[src/rtl/mips_alu_pkg.sv]
// Shared definitions for the MIPS EX stage: ALU control codes, R-type function
// codes, the MULA sequencer state encoding and the default datapath width.
package mips_alu_pkg;

  localparam int MULA_WIDTH = 32;

  localparam logic [3:0] ALU_AND  = 4'b0000;
  localparam logic [3:0] ALU_OR   = 4'b0001;
  localparam logic [3:0] ALU_ADD  = 4'b0010;
  localparam logic [3:0] ALU_XOR  = 4'b0011;
  localparam logic [3:0] ALU_SLL  = 4'b0100;
  localparam logic [3:0] ALU_MULA = 4'b0101;
  localparam logic [3:0] ALU_SUB  = 4'b0110;
  localparam logic [3:0] ALU_SLT  = 4'b0111;
  localparam logic [3:0] ALU_SRL  = 4'b1000;
  localparam logic [3:0] ALU_SRA  = 4'b1001;
  localparam logic [3:0] ALU_NOR  = 4'b1100;
  localparam logic [3:0] ALU_LUI  = 4'b1101;

  localparam logic [5:0] FUNCT_SLL  = 6'h00;
  localparam logic [5:0] FUNCT_SRL  = 6'h02;
  localparam logic [5:0] FUNCT_SRA  = 6'h03;
  localparam logic [5:0] FUNCT_MFHI = 6'h10;
  localparam logic [5:0] FUNCT_MFLO = 6'h12;
  localparam logic [5:0] FUNCT_MULA = 6'h1c;
  localparam logic [5:0] FUNCT_ADD  = 6'h20;
  localparam logic [5:0] FUNCT_ADDU = 6'h21;
  localparam logic [5:0] FUNCT_SUB  = 6'h22;
  localparam logic [5:0] FUNCT_SUBU = 6'h23;
  localparam logic [5:0] FUNCT_AND  = 6'h24;
  localparam logic [5:0] FUNCT_OR   = 6'h25;
  localparam logic [5:0] FUNCT_XOR  = 6'h26;
  localparam logic [5:0] FUNCT_NOR  = 6'h27;
  localparam logic [5:0] FUNCT_SLT  = 6'h2a;

  typedef enum logic [1:0] {
    MULA_IDLE = 2'b00,
    MULA_CALC = 2'b01,
    MULA_ACC  = 2'b10,
    MULA_DONE = 2'b11
  } mula_state_e;

endpackage

[src/rtl/shift_add_mult.sv]
// Unsigned shift-add multiplier datapath: one partial-product step per cycle,
// with a counter flagging the final iteration.
module shift_add_mult
  import mips_alu_pkg::*;
#(
  parameter int WIDTH = MULA_WIDTH,
  parameter int CNT_W = 6
) (
  input  logic               clk,
  input  logic               rst_n,
  input  logic               load_i,
  input  logic               step_i,
  input  logic [WIDTH:0]     mcand_i,
  input  logic [WIDTH:0]     mplier_i,
  output logic [2*WIDTH-1:0] partial_o,
  output logic               last_o
);

  logic [2*WIDTH-1:0] mcand_q, mcand_d;
  logic [WIDTH:0]     mplier_q, mplier_d;
  logic [2*WIDTH-1:0] partial_q, partial_d;
  logic [CNT_W-1:0]   cnt_q, cnt_d;

  always_comb begin
    mcand_d   = mcand_q;
    mplier_d  = mplier_q;
    partial_d = partial_q;
    cnt_d     = cnt_q;
    if (load_i) begin
      mcand_d   = {{(WIDTH-1){1'b0}}, mcand_i};
      mplier_d  = mplier_i;
      partial_d = '0;
      cnt_d     = '0;
    end else if (step_i) begin
      if (mplier_q[0]) begin
        partial_d = partial_q + mcand_q;
      end
      mcand_d  = mcand_q << 1;
      mplier_d = mplier_q >> 1;
      cnt_d    = cnt_q + CNT_W'(1);
    end
  end

  always_ff @(posedge clk) begin
    if (!rst_n) begin
      mcand_q   <= '0;
      mplier_q  <= '0;
      partial_q <= '0;
      cnt_q     <= '0;
    end else begin
      mcand_q   <= mcand_d;
      mplier_q  <= mplier_d;
      partial_q <= partial_d;
      cnt_q     <= cnt_d;
    end
  end

  assign partial_o = partial_q;
  assign last_o    = (cnt_q == CNT_W'(WIDTH - 1));

endmodule

[src/rtl/mula_sequencer.sv]
// Multi-cycle MULA controller: sign-magnitude multiply over WIDTH cycles, then
// commit the signed product into {Hi,Lo} while holding the pipeline stalled.
module mula_sequencer
  import mips_alu_pkg::*;
#(
  parameter int WIDTH = MULA_WIDTH,
  parameter int CNT_W = 6
) (
  input  logic             CLK,
  input  logic             Reset_L,
  input  logic             Start,
  input  logic             Flush,
  input  logic             AccClr,
  input  logic [WIDTH-1:0] OpA,
  input  logic [WIDTH-1:0] OpB,
  output logic             Stall,
  output logic             Busy,
  output logic             Done,
  output logic [WIDTH-1:0] Hi,
  output logic [WIDTH-1:0] Lo
);

  mula_state_e        state_q, state_d;
  logic [2*WIDTH-1:0] acc_q, acc_d;
  logic               sign_q, sign_d;

  logic               idle_or_done, accept, step, last;
  logic [WIDTH:0]     opa_ext, opb_ext, mag_a, mag_b;
  logic [2*WIDTH-1:0] partial, product;

  assign idle_or_done = (state_q == MULA_IDLE) || (state_q == MULA_DONE);
  assign accept       = Start && !Flush && idle_or_done;
  assign step         = (state_q == MULA_CALC) && !Flush;

  // One extra bit keeps the magnitude of the most-negative operand exact.
  assign opa_ext = {OpA[WIDTH-1], OpA};
  assign opb_ext = {OpB[WIDTH-1], OpB};
  assign mag_a   = opa_ext[WIDTH] ? -opa_ext : opa_ext;
  assign mag_b   = opb_ext[WIDTH] ? -opb_ext : opb_ext;
  assign product = sign_q ? -partial : partial;

  shift_add_mult #(
    .WIDTH(WIDTH),
    .CNT_W(CNT_W)
  ) u_mult (
    .clk      (CLK),
    .rst_n    (Reset_L),
    .load_i   (accept),
    .step_i   (step),
    .mcand_i  (mag_a),
    .mplier_i (mag_b),
    .partial_o(partial),
    .last_o   (last)
  );

  always_comb begin
    state_d = state_q;
    acc_d   = acc_q;
    sign_d  = sign_q;
    case (state_q)
      MULA_IDLE, MULA_DONE: begin
        if (AccClr) begin
          acc_d = '0;
        end
        if (accept) begin
          sign_d  = OpA[WIDTH-1] ^ OpB[WIDTH-1];
          state_d = MULA_CALC;
        end else begin
          state_d = MULA_IDLE;
        end
      end
      MULA_CALC: begin
        if (Flush) begin
          state_d = MULA_IDLE;
        end else if (last) begin
          state_d = MULA_ACC;
        end
      end
      MULA_ACC: begin
        // A flush here suppresses the commit entirely.
        if (Flush) begin
          state_d = MULA_IDLE;
        end else begin
          acc_d   = acc_q + product;
          state_d = MULA_DONE;
        end
      end
      default: state_d = MULA_IDLE;
    endcase
  end

  always_ff @(posedge CLK) begin
    if (!Reset_L) begin
      state_q <= MULA_IDLE;
      acc_q   <= '0;
      sign_q  <= 1'b0;
    end else begin
      state_q <= state_d;
      acc_q   <= acc_d;
      sign_q  <= sign_d;
    end
  end

  assign Busy  = (state_q == MULA_CALC) || (state_q == MULA_ACC);
  assign Done  = (state_q == MULA_DONE);
  assign Stall = Reset_L && (accept || Busy);
  assign Hi    = acc_q[2*WIDTH-1:WIDTH];
  assign Lo    = acc_q[WIDTH-1:0];

endmodule

[config.mk]
export PLATFORM = sky130hd
export DESIGN_NAME = mula_sequencer
export DESIGN_NICKNAME = d
export VERILOG_FILES = /design/src/rtl/mips_alu_pkg.sv /design/src/rtl/shift_add_mult.sv /design/src/rtl/mula_sequencer.sv
export SDC_FILE = /design/constraint.sdc
export NUM_CORES = 1
export LEC_CHECK = 0
export CAP_MARGIN = 20
export CORE_MARGIN = 5
export CORE_UTILIZATION = 30
export CTS_CLUSTER_DIAMETER = 120
export DETAILED_ROUTE_END_ITERATION = 12
export GPL_TIMING_DRIVEN = 0
export MAX_ROUTING_LAYER = met4
export PLACE_DENSITY = 0.54
export SYNTH_ARGS = -nofsm -noshare
export SYNTH_HDL_FRONTEND = slang
export SYNTH_HIERARCHICAL = 1
export SYNTH_SLANG_ARGS = --single-unit
[constraint.sdc]
create_clock -name CLK -period 4.69 [get_ports CLK]
set_input_delay 0.469 -clock CLK [delete_from_list [all_inputs] [get_ports CLK]]
set_output_delay 0.469 -clock CLK [all_outputs]
set_load 0.005 [all_outputs]
**Word-level counts from Yosys, hierarchy flattened**

Cells that the tools add are included.

- Flip-flop bits (word level): 234
- Logic and storage cells: 54
- Output and inout bits: 67
- Bits of input ports: 69

- Mux-type cells: 15
- Bitwise gates (word level): 2
- Add/sub/neg operators: 6
- Reduce and logical (&&, ||, !) cells: 16
- Equality and inequality tests: 7

Operators by type and width:

| kind | number |
|---|---|
| $mux 33 | 6 |
| $mux 64 | 3 |
| $add 64x64->64 | 2 |
| $pmux 64 s2 | 1 |
| $neg 33->33 | 2 |
| $neg 64->64 | 1 |
| $add 6x1->6 const B | 1 |
| $eq 6x5->1 const B | 1 |
| $mux 2 | 3 |
| $pmux 2 s3 | 1 |
| $eq 2x2->1 const B | 2 |
| $logic_and 1x1->1 | 4 |
| $ne 2x2->1 const B | 2 |
| $reduce_and 2->1 | 2 |
| $reduce_bool 2->1 | 2 |
| $reduce_or 2->1 | 2 |
| $logic_or 1x1->1 | 3 |
| $ne 3x3->1 const B | 1 |
| $reduce_and 3->1 | 1 |
| $eq 2x1->1 const B | 1 |
| $logic_not 2->1 | 1 |
| $logic_not 1->1 | 1 |
| $mux 1 | 1 |
| $not 1->1 | 1 |
| $xor 1x1->1 | 1 |

**Depth between registers and ports, before layout**

- Depth after elaboration: 5
- Gate-level depth with buffers: 23
- Gate-level depth less buffers: 23

**Modules after synthesis**

The synthesis kept the hierarchy.

By module, submodules not included:

| module | cells each | area an instance (um^2) | times used | seq. area each (um^2) |
|---|---|---|---|---|
| shift_add_mult | 1,238 | 10,153.5 | 1 | 3,343.2 |
| mula_sequencer | 1,220 | 8,936.1 | 1 | 1,341.3 |

**Least setup slack after synthesis**

Ideal clock, no wire load.

- Path kind: reg2reg
- Start: reg u_mult.partial_q[5] (netlist: u_mult/partial_o[5])
- End: reg acc_q[57]
- Cell stages (with the launch flop): 20
- Arrival: 4.765 ns
- Buffers on the path: 1
- Slack: -0.137 ns
- Library setup time: 0.062 ns
- Required time: 4.628 ns
- Period minus slack after synthesis: 4.827 ns
- Path through: dfxtp_1 or3_1 or3_1 or3_1 or2_1 nand2b_1 or2_2 o21ai_0 xnor2_1 ha_1 clkbuf_1 nand2_1 nor3_1 nand3_1 or3_1 o21ai_0 o31a_1 a21boi_0 or4_1 nand3_1

- Word-level cells in the longest chain between the ends: 5

RTL lines:

| what | RTL line | RTL |
|---|---|---|
| start, declared | shift_add_mult.sv:21 | `logic [2*WIDTH-1:0] partial_q, partial_d;` |
| start signal, assigned | shift_add_mult.sv:53 | `partial_q <= partial_d;` |
| $neg 64->64 | mula_sequencer.sv:40 | `assign product = sign_q ? -partial : partial;` |
| $mux 64 (*) | mula_sequencer.sv:40 |  |
| $add 64x64->64 (*) | mula_sequencer.sv:84 | `acc_d = acc_q + product;` |
| $mux 64 (*) | mula_sequencer.sv:81 | `if (Flush) begin` |
| $pmux 64 s2 (*) | mula_sequencer.sv:60 | `case (state_q)` |
| end signal, assigned | mula_sequencer.sv:95 | `acc_q <= '0;` |
| end signal, assigned | mula_sequencer.sv:99 | `acc_q <= acc_d;` |
| end, declared | mula_sequencer.sv:24 | `logic [2*WIDTH-1:0] acc_q, acc_d;` |

Mark *: on every way between the ends. The rest lies on a longest branch, timed or not. The select of a mux whose other input is x is not followed.
A chain may end at the register's enable or synchronous reset.

**Worst setup path in the final report**

- Start: reg u_mult.partial_q[1] (netlist: u_mult/partial_o[1])
- End: reg acc_q[56]

Same word-level chain as after synthesis.

==> impl_metrics.csv <==
group,metric,value,unit
critical_path,cp_max_fo,6,
grt,grt_pass1_wl,98300,um
critical_path,crit_path_start_kind,"register",
placement,place_congestion,0.907,
sta,setup_ws,-0.315,ns
grt,grt_max_degree,14,
pwr,p_sw,1200,uW
grt,use_met2,28.3,%
critical_path,arrival,5.45,ns
floorplan,core-area,63100,sq um
clocking,numClockSinks,234,
clocking,cts-htree-levels,1,
grt,grt_overflow,0,
sta,fin_setup_tns,-2.60,ns
pwr,peakVddDrop,0.271,mV
pwr,pwr-share-clk,47.4,%
sta,rsz0062_at_grt,"true",
grt,use_met1,23.4,%
synth,synth_edf_count,0,
synth,syn_area,19100,sq um
routing,avgViaCountPerCell,5.17,
finish,fillers,6573,
floorplan,io_pins,136,
synth,ys_types,84,
finish,area_growth,25.6,%
routing,drc,0,
clocking,clock_path_buffers,3,
finish,final_cells,3561,
sta,relSlewSlack,22.6,%
placement,placed_area,21500,sq um
synth,synthCells,2458,
finish,nets,2907,
sta,slew_viol_final,0,
floorplan,die_area,68800,sq um
grt,grt-busiest-layer,"met2",
routing,drt_pass1_iterations,5,
routing,routed_wl,62400,um
critical_path,endpoint_kind,"register",
critical_path,worstSetupPathType,"register to register",
placement,dpl.hpwl,49700,um
synth,synth-seq-cells,234,
sta,fmax,0.200,GHz
sta,max_slew.worst_pin.slew,1.15,ns
grt,grt_usage,17.6,%
placement,dpl.cell_count,3441,
pwr,netSwitchingFraction,25.1,%
floorplan,fp.dieW,262,um
clocking,clk_pin_slew,0.06,ns
routing,ant_nets,0,
finish,drive_gt1_share,11.6,%
floorplan,num_rows,92,
sta,post-route-min-period,5.01,ns
clocking,postCtsHoldBufs,0,
critical_path,required,5.14,ns
synth,avgSynthCellArea,7.77,sq um
sta,setup_viol,18,
routing,dr_total_vias,18400,
synth,ys.flop_type,"dfxtp_1",
clocking,clk_latency,0.57,ns
synth,synthArstFlopShare,0,%
placement,port_buffers,135,
sta,fin_skew,0.0283,ns
worst_hold_path,hold_class,"register to register",
synth,yosysWarnings,6,
synth,yosysSeqAreaShare,24.5,%
floorplan,die_h,262,um
clocking,cts_tree,"yes",
pwr,leakagePower,0.00933,uW
routing,wl_per_cell,17.5,um
routing,drt_iter0_markers,1134,
sta,hold_viol,0,
grt,antenna_found_initial,3,
pwr,seq_power_share,42.7,%
floorplan,start_util,30.3,%
status,status,"finished with violations",
finish,final_cell_area,24000,sq um
status,violations,"negative setup slack",
grt,grt_pass1_vias,18100,
job,maxCapViolations,0,
pwr,comb_power_share,10.0,%
grt,use_met3,2.29,%
pwr,power_density,200,nW/um^2
pwr,p_int,3600,uW
clocking,cts-root-buf,"clkbuf_16",
clocking,cts_buffers,29,
sta,period_share,107,%
-- cell families (layout without fill, tap and decap cells) --
| logic type | count (synthesis) | count (layout) | synth area share [%] |
|---|---|---|---|
| xor gates and xnor gates | 236 | 236 | 10.9 |
| and+or+nand+nor | 833 | 833 | 21.3 |
| AOI/OAI and AO/OA | 729 | 729 | 24.4 |
| buffers and inverters | 171 | 421 | 3.41 |
| adders and majority gates | 151 | 151 | 9.98 |
| other | 1 | 8 | 0.0196 |
| DFF | 234 | 234 | 24.5 |
| muxes | 103 | 103 | 5.40 |
-- metrics by stage --
stage          hold WS (ns)  power [uW]  worst slack [ns]  util, %
2_1_floorplan         0.459        2370            0.0156        -
3_3_place_gp          0.473        2550             -1.05     34.1
3_5_place_dp          0.484        2560             -1.07     34.1
4_1_cts               0.490        4870            -0.229     37.3
5_1_grt               0.514        5010            -0.466     38.0
6_report              0.486        4800            -0.315     38.0
-- flip-flops by register name, indices dropped and copies added, names as in the netlist --
signal and count:
acc_q 64, u_mult/partial_o 64, u_mult/cnt_q 6, u_mult/mplier_q 33, sign_q 1, state_q 2, u_mult/mcand_q 64
-- final timing paths --
kind | depth (start not counted) | start | to | slack (ns)
worst min register to register | 2 | acc_q[47] | acc_q[47] | 0.49
worst max-delay path | 21 | u_mult/partial_o[1] | acc_q[56] | -0.32
worst min-delay path | 2 | acc_q[47] | acc_q[47] | 0.49
worst max register to register | 21 | u_mult/partial_o[1] | acc_q[56] | -0.32
-- power groups by stage --
stage,clock (uW),combinational [uW],sequential [uW]
2_1_floorplan,0,283,2080
3_3_place_gp,0,458,2090
3_5_place_dp,0,465,2090
4_1_cts,2340,477,2050
5_1_grt,2430,526,2050
6_report,2270,478,2050
-- worst max-delay path, stage by stage (launching register included) --
cell and delay, ns:
dfxtp_4 0.35, inv_1 0.08, ha_2 0.18, nand2b_1 0.09
or3_4 0.39, or3_4 0.39, or2_4 0.28, nand2b_4 0.19
or3_4 0.45, o31ai_4 0.23, xnor2_1 0.16, ha_1 0.31
inv_2 0.08, o21a_1 0.14, o21a_1 0.12, o41a_1 0.16
nor3_1 0.05, a31oi_1 0.26, o21ai_4 0.12, o211a_1 0.27
or3_1 0.32, a32o_1 0.25
-- layout make-up --
cell class / count / area [sq um] / share of cell area (%)
repair buffers: 207 / 1930 / 8.03
clock buffers: 43 / 858 / 3.58
inverters: 52 / 195 / 0.814
multi-input cells: 2054 / 14700 / 61.3
flip-flops and latches: 234 / 4700 / 19.6
well taps: 846 / 1060 / 4.41
plain buffers: 109 / 425 / 1.77
clock inverters: 10 / 111 / 0.464
diodes: 6 / 15.0 / 0.0626
-- cells in the mapped netlist, drive strengths merged (5+ instances only) --
library cell	count	area [sq um]
a211o	5	43.8
a211oi	6	45.0
a21boi	8	60.1
a21o	42	315
a21oi	196	988
a22o	30	263
a22oi	31	233
a31o	5	43.8
a31oi	13	81.3
a41oi	7	61.3
and2	77	482
and3	11	68.8
buf	16	70.1
clkbuf	103	387
dfxtp	234	4680
ha	149	1860
inv	52	195
mux2i	103	1030
nand2	325	1220
nand2b	28	175
nand3	45	225
nand4	42	278
nor2	133	512
nor2b	54	338
nor3	30	150
nor4	12	75.1
o211ai	12	95.1
o21a	16	120
o21ai	222	1120
o21bai	22	165
o221ai	6	58.8
o31ai	41	332
o41ai	22	200
or2	17	106
or3	24	155
or4	21	165
xnor2	184	1610
xor2	52	474
-- layer usage --
| layer | routed length, um | vias up |
|---|---|---|
| li1 | - | 9354 |
| met1 | 29500 | 8534 |
| met2 | 28300 | 430 |
| met3 | 3220 | 92 |
| met4 | 1460 | 0 |
| met5 | 0 | - |
-- cell usage in the layout, fill, tap and decap left out, types with 30 or more instances in the layout --
cell type          n
a21o_1            42
a21oi_1          173
a22o_1            30
a22oi_1           31
and2_1            75
buf_4             63
clkbuf_1          94
clkdlybuf4s50_1  135
dfxtp_1          227
ha_1             131
inv_1             49
mux2i_1          102
nand2_1          315
nand3_1           43
nand4_1           41
nor2_1           127
nor2b_1           53
o21ai_0          178
xnor2_1          170
xor2_1            50
-- what timing repair did --
action	in CTS	in global routing
endpoints found under the hold margin	0	0
buffers inserted	61	10
setup endpoints to repair	34	29
gates resized for setup	159	76
pin swaps	78	50
Power figures use the tool's default switching activity.
